[config.mk]
export PLATFORM = sky130hd
export DESIGN_NAME = enc_pwm_mixer
export DESIGN_NICKNAME = d
export VERILOG_FILES = /design/src/rtl/enc_pwm_mixer.sv
export SDC_FILE = /design/constraint.sdc
export NUM_CORES = 1
export LEC_CHECK = 0
export CORE_ASPECT_RATIO = 1.2
export CORE_MARGIN = 2
export CORE_UTILIZATION = 47
export DETAILED_ROUTE_END_ITERATION = 16
export DONT_BUFFER_PORTS = 1
export HOLD_SLACK_MARGIN = 0.03
export MAX_ROUTING_LAYER = met4
export PLACE_DENSITY_LB_ADDON = 0.15
export SKIP_LAST_GASP = 1
export SYNTH_ARGS = -nofsm -noshare
export SYNTH_HDL_FRONTEND = slang
export SYNTH_SLANG_ARGS = --single-unit
[constraint.sdc]
create_clock -name clk -period 3 [get_ports clk]
set_clock_uncertainty 0.05 [all_clocks]
set_input_delay 0.45 -clock clk [delete_from_list [all_inputs] [get_ports clk]]
set_output_delay 0.45 -clock clk [all_outputs]
set_load 0.005 [all_outputs]
[src/rtl/enc_pwm_mixer.sv]
// enc_pwm_mixer: NCH rotary-encoder channels, each with synchroniser, debouncer, quadrature
// decoder, saturating level register and PWM output. Define ENC_ACCEL_EN for velocity acceleration.
module enc_pwm_mixer #(
    parameter int NCH          = 3,
    parameter int WIDTH        = 8,
    parameter int DEB_CYCLES   = 4,
    parameter int INIT         = 0,
    parameter int ACCEL_WINDOW = 64,
    parameter int ACCEL_STEP   = 4
) (
    input  logic                 clk,
    input  logic                 reset,
    input  logic [NCH-1:0]       enc_a,
    input  logic [NCH-1:0]       enc_b,
    output logic [NCH-1:0]       pwm_out,
    output logic [NCH*WIDTH-1:0] value_o
);

    localparam int DCW = $clog2(DEB_CYCLES + 1);
    localparam int STW = (($clog2(ACCEL_STEP + 1) > WIDTH) ? $clog2(ACCEL_STEP + 1) : WIDTH) + 1;
    localparam logic [WIDTH-1:0] LVL_MAX  = '1;
    localparam logic [WIDTH-1:0] LVL_INIT = WIDTH'(INIT);
    localparam logic [DCW-1:0]   DEB_LAST = DCW'(DEB_CYCLES - 1);
    localparam logic [STW-1:0]   STEP_ONE = STW'(1);

    logic [2*NCH-1:0] sync1_q, sync1_d;
    logic [2*NCH-1:0] sync2_q, sync2_d;
    logic [2*NCH-1:0] deb_q, deb_d;
    logic [DCW-1:0]   deb_cnt_q [2*NCH];
    logic [DCW-1:0]   deb_cnt_d [2*NCH];
    logic [NCH-1:0]   deb_a_prev_q, deb_a_prev_d;
    logic [WIDTH-1:0] level_q [NCH];
    logic [WIDTH-1:0] level_d [NCH];
    logic [WIDTH-1:0] pwm_cnt_q, pwm_cnt_d;
    logic [NCH-1:0]   pwm_q, pwm_d;

    logic [NCH-1:0]   deb_a, deb_b, detent;
    logic [STW-1:0]   step [NCH];

    function automatic logic [WIDTH-1:0] sat_up(input logic [WIDTH-1:0] lvl, input logic [STW-1:0] inc);
        logic [31:0] sum;
        sum = 32'(lvl) + 32'(inc);
        return (sum > 32'(LVL_MAX)) ? LVL_MAX : sum[WIDTH-1:0];
    endfunction

    function automatic logic [WIDTH-1:0] sat_dn(input logic [WIDTH-1:0] lvl, input logic [STW-1:0] dec);
        logic [31:0] diff;
        diff = 32'(lvl) - 32'(dec);
        return (32'(dec) > 32'(lvl)) ? '0 : diff[WIDTH-1:0];
    endfunction

    // A phases occupy the low NCH bits of every synchroniser/debounce vector, B phases the high bits.
    always_comb begin
        sync1_d = {enc_b, enc_a};
        sync2_d = sync1_q;
        deb_d   = deb_q;
        for (int k = 0; k < 2*NCH; k++) begin
            deb_cnt_d[k] = deb_cnt_q[k];
            if (sync2_q[k] == deb_q[k]) begin
                deb_cnt_d[k] = '0;
            end else if (deb_cnt_q[k] == DEB_LAST) begin
                deb_d[k]     = sync2_q[k];
                deb_cnt_d[k] = '0;
            end else begin
                deb_cnt_d[k] = deb_cnt_q[k] + DCW'(1);
            end
        end
    end

    assign deb_a        = deb_q[NCH-1:0];
    assign deb_b        = deb_q[2*NCH-1:NCH];
    assign detent       = deb_a & ~deb_a_prev_q;
    assign deb_a_prev_d = deb_a;

`ifdef ENC_ACCEL_EN
    localparam int GW = $clog2(ACCEL_WINDOW) + 1;
    localparam logic [GW-1:0]  GAP_MAX   = '1;
    localparam logic [GW-1:0]  GAP_WIN   = GW'(ACCEL_WINDOW);
    localparam logic [STW-1:0] STEP_FAST = STW'(ACCEL_STEP);

    logic [GW-1:0] gap_q [NCH];
    logic [GW-1:0] gap_d [NCH];

    // Gap counters start saturated so the first detent after reset is never accelerated.
    always_comb begin
        for (int i = 0; i < NCH; i++) begin
            step[i] = (gap_q[i] < GAP_WIN) ? STEP_FAST : STEP_ONE;
            if (detent[i]) begin
                gap_d[i] = '0;
            end else if (gap_q[i] == GAP_MAX) begin
                gap_d[i] = gap_q[i];
            end else begin
                gap_d[i] = gap_q[i] + GW'(1);
            end
        end
    end

    always_ff @(posedge clk or posedge reset) begin
        if (reset) begin
            for (int i = 0; i < NCH; i++) gap_q[i] <= GAP_MAX;
        end else begin
            for (int i = 0; i < NCH; i++) gap_q[i] <= gap_d[i];
        end
    end
`else
    always_comb begin
        for (int i = 0; i < NCH; i++) step[i] = STEP_ONE;
    end
`endif

    always_comb begin
        for (int i = 0; i < NCH; i++) begin
            level_d[i] = level_q[i];
            if (detent[i]) begin
                level_d[i] = deb_b[i] ? sat_dn(level_q[i], step[i]) : sat_up(level_q[i], step[i]);
            end
        end
    end

    // Shared free-running counter; the compare is registered, so pwm_out lags by one cycle.
    always_comb begin
        pwm_cnt_d = pwm_cnt_q + WIDTH'(1);
        for (int i = 0; i < NCH; i++) begin
            pwm_d[i] = (pwm_cnt_q < level_q[i]);
        end
    end

    always_ff @(posedge clk or posedge reset) begin
        if (reset) begin
            sync1_q      <= '0;
            sync2_q      <= '0;
            deb_q        <= '0;
            deb_a_prev_q <= '0;
            for (int k = 0; k < 2*NCH; k++) deb_cnt_q[k] <= '0;
            for (int i = 0; i < NCH; i++) level_q[i] <= LVL_INIT;
            pwm_cnt_q    <= '0;
            pwm_q        <= '0;
        end else begin
            sync1_q      <= sync1_d;
            sync2_q      <= sync2_d;
            deb_q        <= deb_d;
            deb_a_prev_q <= deb_a_prev_d;
            for (int k = 0; k < 2*NCH; k++) deb_cnt_q[k] <= deb_cnt_d[k];
            for (int i = 0; i < NCH; i++) level_q[i] <= level_d[i];
            pwm_cnt_q    <= pwm_cnt_d;
            pwm_q        <= pwm_d;
        end
    end

    assign pwm_out = pwm_q;

    always_comb begin
        value_o = '0;
        for (int i = 0; i < NCH; i++) begin
            value_o[i*WIDTH +: WIDTH] = level_q[i];
        end
    end

endmodule

==> flow_metrics.env <==
export IMPL_r2r_start="value_o[0]$_DFFE_PP0P_"
export IMPL_critPathKind="reg -> reg"
export IMPL_max_stage_delay_ns=0.53
export IMPL_reg2reg_depth=8
export IMPL_num_vias=3421
export IMPL_cts_sinks=74
export IMPL_cp_end_kind="flop"
export IMPL_power_density_mw_per_mm2=981
export IMPL_cp_required_ns=3.12
export IMPL_crit_path_cell_trace="inv_1 > ha_1 > or4b_4 > nor4_4 > nor2_2 > a211o_1 > o21ai_0 > a31oi_1"
export IMPL_dp_slack_ns=0.562
export IMPL_setup_ws_ns=0.549
export IMPL_finalHoldViolCount=0
export IMPL_num_io_pins=35
export IMPL_cts_tree="built"
export IMPL_power_leakage_nw=2.11
export IMPL_drtIter0Drc=162
export IMPL_cp_max_fo=8
export IMPL_cap_violations=0
export IMPL_critPathLaunchType="flop"
export IMPL_whs_path_depth=0
export IMPL_clk_pin_slew_worst_paths_ns=0.06
export IMPL_wl_mm=9.24
export IMPL_crit_family="simple AND/OR/NAND/NOR gates"
export IMPL_finalCritPeriodShare_pct=81.7
export IMPL_root_buffer="clkbuf_16"
export IMPL_fin_crit_ns=2.45
export IMPL_worst_hold_path_endpoint="sync1_q[1]$_DFF_PP0_"
export IMPL_finalNetCount=501
export IMPL_wire_per_inst_um=15.8
export IMPL_grt_pass1_wl_mm=16.0
export IMPL_num_rows=39
export IMPL_syn_nets=506
export IMPL_synth_area_mm2=0.00447
export IMPL_critPathBufInv=1
export IMPL_grt_overflow=0
export IMPL_min_from="enc_a[1]"
export IMPL_ant_nets=0
export IMPL_synth_top_flop_cell="dfrtp_1"
export IMPL_status="completed"
export IMPL_synth_top_cell_by_area="dfrtp_1"
export IMPL_num_antenna_cells=0
export IMPL_drc_errors=0
export IMPL_antenna_found_initial=0
export IMPL_syn_avg_cell_area_um2=9.69
export IMPL_synth_cell_types=67
export IMPL_clk_latency_ns=0.33
export IMPL_layout_commonest_cell="dfrtp_1"
export IMPL_synth_edff_count=0
export IMPL_ys_async_sr_fraction_pct=100
export IMPL_tns_ns=0
export IMPL_slew_headroom_pct=47.3
export IMPL_die_w_um=93.0
export IMPL_cts_max_path_buffers=2
export IMPL_vias_per_cell=5.87
export IMPL_initial_core_util_pct=47.7
export IMPL_final_layout_size_suffix_gt1_share_pct=8.70
export IMPL_die_h_um=111
export IMPL_cts_resized=0
export IMPL_grt_use_total_pct=19.6
export IMPL_ys_ff_latch=74
export IMPL_synth_area_leaders="dfrtp_1 (41%), ha_1 (10%), o21ai_0 (3.5%)"
export IMPL_fill_cells=875
export IMPL_tightest_slew_ns=0.789
export IMPL_ys_seq_area_share_pct=41.4
export IMPL_grt_pass1_vias=3274
export IMPL_r2r_slack_ns=0.55
export IMPL_timing_rr_end="value_o[2]$_DFFE_PP0P_"
export IMPL_numPortBuffers=0
export IMPL_setup_violations_final=0
export IMPL_final_cell_mix="dfrtp_1 (74), ha_1 (37), o21ai_0 (31), inv_1 (28), a21oi_1 (24)"
export IMPL_synth_top_area_share_pct=41.4
export IMPL_dpl_hpwl_mm=6.56
export IMPL_peakVddDrop_uv=368
export IMPL_syn_inst=461
export IMPL_cp_arrival_ns=2.57
export IMPL_die_area_mm2=0.0103
export IMPL_grt_setup_unrepaired="no"
export IMPL_fmax_ghz=0.408
export IMPL_yosys_warnings=0
export IMPL_firstDrtPassIters=4
export IMPL_syn2layout_area_growth_pct=9.32
export IMPL_slew_violations=0
export IMPL_gp_congestion=0.919
export IMPL_worstSetupPathDepth=8
export IMPL_cp_slowest_cell="or4b_4"
export IMPL_ctsHtreeMaxLevel=3
export IMPL_grt_start_max_net_pins=30
export IMPL_core_area_mm2=0.00937
export IMPL_hold_path_class="in -> reg"
export IMPL_cts_buffers=9
[where the power goes]
| group | switching, W | leakage (nW) | total, W | internal [W] |
|---|---|---|---|---|
| sequential | 0.000553 | 0.924 | 0.00184 | 0.00129 |
| combinational | 0.00100 | 1.03 | 0.00180 | 0.000794 |
| clock | 0.000408 | 0.152 | 0.00116 | 0.000748 |
| total | 0.00196 | 2.11 | 0.00479 | 0.00283 |
[cells in the mapped netlist (all sizes together), types with 2 or more instances]
library cell,number
a211o,2
a211oi,7
a21o,11
a21oi,26
a221oi,2
a22o,4
a31oi,16
and2,5
and3,6
buf,3
clkbuf,17
dfrtp,74
ha,37
inv,29
mux2,7
mux2i,2
nand2,22
nand2b,10
nand3,18
nand3b,2
nand4,2
nand4b,3
nor2,17
nor2b,16
nor3,17
nor3b,7
nor4,5
o211ai,2
o21ai,34
o21bai,4
o22ai,9
o31ai,4
o32ai,2
or3,5
xnor2,13
xor2,2
[worst reg2reg max path: cells and delay by family (launching register included)]
family / cells / cell delay, ns
AOI/OAI and AO/OA: 3 / 0.47
adders and majority gates: 1 / 0.26
buffers and inverters: 1 / 0.17
DFF: 1 / 0.46
and+or+nand+nor: 3 / 0.90
[routing by layer]
layer	GRT usage [%]	up-vias	share of wire, %
li1	-	1672	-
met1	25.8	1670	46
met2	30.1	70	49
met3	4.15	9	3.4
met4	6.96	0	1.3
met5	-	-	0
[final cells by class]
class / count / area [um^2] / share of cell area (%)
repair buffers: 4 / 32.5 / 0.666
clock buffers: 11 / 243 / 4.97
flip-flops and latches: 74 / 1850 / 37.9
clock inverters: 4 / 76.3 / 1.56
inverters: 29 / 109 / 2.23
multi-input cells: 338 / 2420 / 49.5
well taps: 123 / 154 / 3.15
[cells by family after synthesis]
group / share of synthesized area (%)
DFF: 41.4
muxes: 2.21
xor gates and xnor gates: 2.94
AOI/OAI and AO/OA: 20.3
adders and majority gates: 10.4
buffers and inverters: 4.42
and+or+nand+nor: 18.3
[flip-flops by register name, indices dropped and copies added, names as in the netlist]
signal        flops
sync1_q           6
deb_q             6
deb_cnt_q        18
pwm_out           3
sync2_q           6
deb_a_prev_q      3
pwm_cnt_q         8
value_o          24
[what timing repair did]
item	in CTS	in global routing
setup buffers	0	0
hold buffers	1	0
endpoints found under the setup margin	0	0
endpoints found under the hold margin	23	0
[worst max path at each step]
stage / slack, ns / to / start
CTS: 0.55 / value_o[2]$_DFFE_PP0P_ / value_o[0]$_DFFE_PP0P_
global placement: 0.62 / value_o[2]$_DFFE_PP0P_ / value_o[0]$_DFFE_PP0P_
global route: 0.41 / value_o[2]$_DFFE_PP0P_ / value_o[0]$_DFFE_PP0P_
finish: 0.55 / value_o[2]$_DFFE_PP0P_ / value_o[0]$_DFFE_PP0P_
floorplan: 0.62 / deb_a_prev_q[0]$_DFF_PP0_ / reset
detailed placement: 0.56 / value_o[2]$_DFFE_PP0P_ / value_o[0]$_DFFE_PP0P_
[stage by stage]
stage	util, %	cells	hold WS, ns	total power [W]	area (um^2)
after global routing	52.2	583	0.0767	0.00519	4890
after detailed placement	48.6	567	0.286	0.00364	4560
after global placement	48.6	567	0.284	0.00360	4560
after CTS	52.2	583	0.0813	0.00483	4890
after floorplan	-	461	0.281	0.00324	4470
final	52.2	583	0.0958	0.00479	4890
Note: power is estimated with default switching activity, not from simulation.
